### src/rtl/picorv_mem_bridge.sv
// picorv_mem_bridge: PicoRV32 native bus to 1-cycle registered word RAM bridge
module picorv_mem_bridge #(
    parameter logic [31:0] BASE_ADDR = 32'h0000_0000,
    parameter int          AW        = 8
) (
    input  logic          clk,
    input  logic          rst,
    input  logic          mem_valid,
    input  logic          mem_instr,
    input  logic [31:0]   mem_addr,
    input  logic [31:0]   mem_wdata,
    input  logic [3:0]    mem_wstrb,
    output logic          mem_ready,
    output logic [31:0]   mem_rdata,
    output logic          bus_err,
    output logic          ram_wen,
    output logic [AW-1:0] ram_addr,
    output logic [31:0]   ram_wdata,
    input  logic [31:0]   ram_rdata
);
    typedef enum logic [1:0] {IDLE, RD, WR, RESP} state_t;
    state_t      state, state_n;
    logic        ready_n, err_n;
    logic [31:0] rdata_n, merge, merge_n;
    logic        hit;
    logic        unused;
    assign unused    = &{1'b0, mem_instr, mem_addr[1:0]};
    assign hit       = mem_addr[31:AW+2] == BASE_ADDR[31:AW+2];
    assign ram_addr  = mem_addr[AW+1:2];
    assign ram_wen   = state == WR;
    assign ram_wdata = merge;
    always_ff @(posedge clk or posedge rst) begin
        if (rst) begin
            state     <= IDLE;
            mem_ready <= 1'b0;
            bus_err   <= 1'b0;
            mem_rdata <= '0;
            merge     <= '0;
        end else begin
            state     <= state_n;
            mem_ready <= ready_n;
            bus_err   <= err_n;
            mem_rdata <= rdata_n;
            merge     <= merge_n;
        end
    end
    always_comb begin
        state_n = state;
        ready_n = 1'b0;
        err_n   = 1'b0;
        rdata_n = mem_rdata;
        merge_n = merge;
        case (state)
            IDLE: if (mem_valid) begin
                if (!hit) begin
                    state_n = RESP;
                    ready_n = 1'b1;
                    err_n   = 1'b1;
                    rdata_n = '0;
                end else if (mem_wstrb == 4'hF) begin
                    state_n = WR;
                    merge_n = mem_wdata;
                end else begin
                    state_n = RD;
                end
            end
            // partial writes pass through RD to capture the old word for the merge
            RD: if (mem_wstrb == 4'h0) begin
                state_n = RESP;
                ready_n = 1'b1;
                rdata_n = ram_rdata;
            end else begin
                state_n = WR;
                for (int i = 0; i < 4; i++)
                    merge_n[8*i +: 8] = mem_wstrb[i] ? mem_wdata[8*i +: 8] : ram_rdata[8*i +: 8];
            end
            WR: begin
                state_n = RESP;
                ready_n = 1'b1;
            end
            default: state_n = IDLE;
        endcase
    end
endmodule

### config.mk
export PLATFORM = sky130hd
export DESIGN_NAME = picorv_mem_bridge
export DESIGN_NICKNAME = d
export VERILOG_FILES = /design/src/rtl/picorv_mem_bridge.sv
export SDC_FILE = /design/constraint.sdc
export NUM_CORES = 1
export LEC_CHECK = 0
export ABC_CLOCK_PERIOD_IN_PS = 6000
export CORE_MARGIN = 10
export CORE_UTILIZATION = 44
export CTS_CLUSTER_DIAMETER = 80
export DETAILED_ROUTE_END_ITERATION = 8
export GPL_ROUTABILITY_DRIVEN = 1
export MAX_ROUTING_LAYER = met4
export PLACE_DENSITY_LB_ADDON = 0.25
export SYNTH_ARGS = -nofsm -noshare
export SYNTH_HDL_FRONTEND = slang
export SYNTH_SLANG_ARGS = --single-unit
export TNS_END_PERCENT = 50
### constraint.sdc
create_clock -name clk -period 6 [get_ports clk]
set_input_delay 0.6 -clock clk [delete_from_list [all_inputs] [get_ports clk]]
set_output_delay 0.6 -clock clk [all_outputs]
set_load 0.01 [all_outputs]
==> impl_metrics.sql <==
INSERT INTO impl_metrics (metric_group, metric, value, unit) VALUES
('pwr', 'power.density', '491', 'nW/µm²'),
('finish', 'nNetsFinal', '596', ''),
('cts', 'cts-buffers-inserted', '9', ''),
('cts', 'clk_pin_slew', '70', 'ps'),
('sta', 'worstMarginPinSlew', '1230', 'ps'),
('die', 'dieArea', '12300', 'µm²'),
('global_routing', 'grt_first_pass_wirelength', '18400', 'µm'),
('cts', 'cts_resized', '0', ''),
('detailed_routing', 'drt_pass1_iterations', '4', ''),
('finish', 'area_growth', '50.2', '%'),
('finish', 'fraction_of_the_core_area_covered_by_cells_at_the_end_of_the_flow', '67.2', '%'),
('yosys', 'number_of_enable_type_register_cells_in_the_synthesized_netlist', '0', ''),
('pwr', 'p_total', '2.68', 'mW'),
('worst_setup_path', 'worst-path-buf-inv', '2', ''),
('yosys', 'post_synth.cell_area_avg', '10.4', 'µm²'),
('yosys', 'ys_dominant_reg_cell', 'sky130_fd_sc_hd__dfrtp_1', ''),
('detailed_routing', 'viasPerCell', '5.41', ''),
('global_routing', 'grt_antenna_before_repair', '0', ''),
('cts', 'holdBufCountCts', '0', ''),
('yosys', 'synth_largest_area_cell', 'sky130_fd_sc_hd__dfrtp_1', ''),
('sta', 'worst_slew_margin_rel', '17.7', '%'),
('sta', 'report.final.hold_viol_count', '0', ''),
('min_path', 'worst_hold_path_type', 'reg -> reg', ''),
('die', 'floorplan.initialDensity', '44.7', '%'),
('cts', 'worstSkewPairLatency', '340', 'ps'),
('yosys', 'netlist-cell-type-count', '30', ''),
('worst_setup_path', 'worst_ep_required_time', '6260', 'ps'),
('yosys', 'sequential_to_total_area_share_from_yosys_stat', '46.8', '%'),
('global_routing', 'grt_start_max_net_pins', '69', ''),
('worst_setup_path', 'worstSetupStartpoint', 'mem_wstrb[1]', ''),
('sta', 'layout_min_cycle_time', '3230', 'ps'),
('sta', 'report.final.slew_viol_count', '0', ''),
('finish', 'final_layout_size_suffix_gt1_share', '6.69', '%'),
('yosys', 'combinational_family_with_the_most_area_after_synthesis', 'multiplexers', ''),
('yosys', 'synth_xor_xnor_area_share', '0', '%'),
('die', 'fp.dieW', '111', 'µm'),
('worst_setup_path', 'cp-end-kind', 'register', ''),
('min_path', 'worst_hold_startpoint', 'mem_rdata[21]', ''),
('yosys', 'synth.cell_area', '3640', 'µm²'),
('yosys', 'synthesis.yosys.warnings', '0', ''),
('yosys', 'yosys.area_share.adder', '1.38', '%'),
('yosys', 'syn-num-nets', '458', ''),
('pwr', 'worst_ir_drop_vdd', '0.000229', 'V'),
('worst_setup_path', 'worstPathArrival', '3490', 'ps'),
('die', 'floorplan.core_area', '8130', 'µm²'),
('placement', 'dp_hpwl', '8280', 'µm'),
('worst_setup_path', 'slowest_stage', 'sky130_fd_sc_hd__a311oi_4', ''),
('yosys', 'synthMostInstantiatedCell', 'sky130_fd_sc_hd__dfrtp_1', ''),
('sta', 'final_min_period_over_clock_period', '53.9', '%'),
('outcome', 'status', 'complete, no violations', ''),
('worst_setup_path', 'crit_path_cell_trace', 'clkdlybuf4s50_1 > nor3_2 > a21oi_1 > a311oi_4 > buf_4 > mux2i_1', ''),
('yosys', 'yosys_register_bits', '68', ''),
('detailed_routing', 'antenna_nets_post_route', '0', ''),
('global_routing', 'grt_overflow_total', '0', ''),
('yosys', 'synth_top_area_share', '46.8', '%'),
('cts', 'htree_num_levels', '3', ''),
('cts', 'max-clock-path-buffers', '2', ''),
('worst_setup_path', 'reg2reg_from', 'state[1]', ''),
('sta', 'fin_tns_setup', '0', 'ps'),
('yosys', 'synth.area.top_cells', 'sky130_fd_sc_hd__dfrtp_1 (47%), sky130_fd_sc_hd__mux2i_1 (18%), sky130_fd_sc_hd__a311oi_1 (7.7%)', ''),
('detailed_routing', 'drc', '0', ''),
('worst_setup_path', 'critPathMaxFanout', '17', ''),
('die', 'i_o_pins', '179', ''),
('sta', 'achievable-frequency', '0.309', 'GHz'),
('die', 'row_count', '33', ''),
('yosys', 'yosys-mux-area-fraction', '17.9', '%'),
('global_routing', 'grt_pass1_vias', '3428', ''),
('placement', 'numPortBuffers', '159', ''),
('finish', 'antenna_cells', '0', ''),
('sta', 'unrepaired_setup_endpoints_after_global_routing', 'false', ''),
('yosys', 'netlist_top_cells_count', 'sky130_fd_sc_hd__dfrtp_1 (68), sky130_fd_sc_hd__mux2i_1 (65), sky130_fd_sc_hd__inv_1 (36)', '');
layer usage:
metal	vias up	track usage (%)	share of wire [%]
met1	1548	22.6	44
met3	13	5.74	7.5
met2	136	29.2	47
met5	-	-	0
met4	0	6.34	1.7
li1	1536	-	-
worst min-delay path, cell delays in order, from the launching register on:
cell and delay (ps):
sky130_fd_sc_hd__dfrtp_1 380, sky130_fd_sc_hd__inv_1 50, sky130_fd_sc_hd__mux2i_1 50
power breakdown:
part / internal, mW / switching [mW]
Clock: 0.245 / 0.183
Combinational: 0.724 / 0.746
Sequential: 0.675 / 0.111
Total: 1.64 / 1.04
layout make-up:
| cell class | count | area (µm²) |
|---|---|---|
| flip-flops and latches | 68 | 1700 |
| fillers | 667 | 2670 |
| clock buffers | 10 | 138 |
| well taps | 105 | 131 |
| inverters | 36 | 135 |
| repair buffers | 166 | 1640 |
| clock inverters | 6 | 87.6 |
| multi-input cells | 207 | 1630 |
stage by stage:
step	worst slack [ps]	cell area, µm²	instances
3_5_place_dp	2420	5240	582
3_3_place_gp	2490	5240	582
5_1_grt	2610	5470	598
6_report	2770	5470	598
2_1_floorplan	3690	3640	350
4_1_cts	2750	5470	598
placed cells by master, fill, tap and decap left out, drive strengths merged:
cell and n:
clkdlybuf4s50 159, dfrtp 68, mux2i 65, inv 36, nand2 33, a31oi 33, a311oi 33, clkbuf 10
nor2 7, buf 7, a21oi 7, nand2b 4, ha 4, nor4 3, nor2b 3, clkinvlp 3
or4 2, and4 2, nand4 2, bufinv 2, nor3 2, o31ai 2, or2 1, a211oi 1
and2 1, o21ai 1, a22oi 1, clkinv 1
logic make-up (layout without fill, tap and decap cells):
kind of cell / after synthesis / in the layout
AO/OA/AOI/OAI: 78 / 78
adder cells (fa/ha/maj): 4 / 4
buffers and inverters: 75 / 218
flip-flops: 68 / 68
multiplexers: 65 / 65
AND/OR/NAND/NOR: 60 / 60
sequential cells by signal, indices dropped and copies added, names as in the netlist:
register   cells
bus_err        1
mem_rdata     32
mem_ready      1
ram_wdata     32
state          2
path summary, 6_finish.rpt:
kind                                       to  slack [ps]  cells past startpoint
worst max register to register  mem_rdata[12]        2870                      7
worst min-delay path            mem_rdata[21]         520                      2
min in group asynchronous       mem_rdata[16]         800                      3
worst min register to register  mem_rdata[21]         520                      2
worst max-delay path            mem_rdata[12]        2770                      6
max in group asynchronous       mem_rdata[24]        4580                      3
No activity file was read; power rests on OpenSTA's default activity.
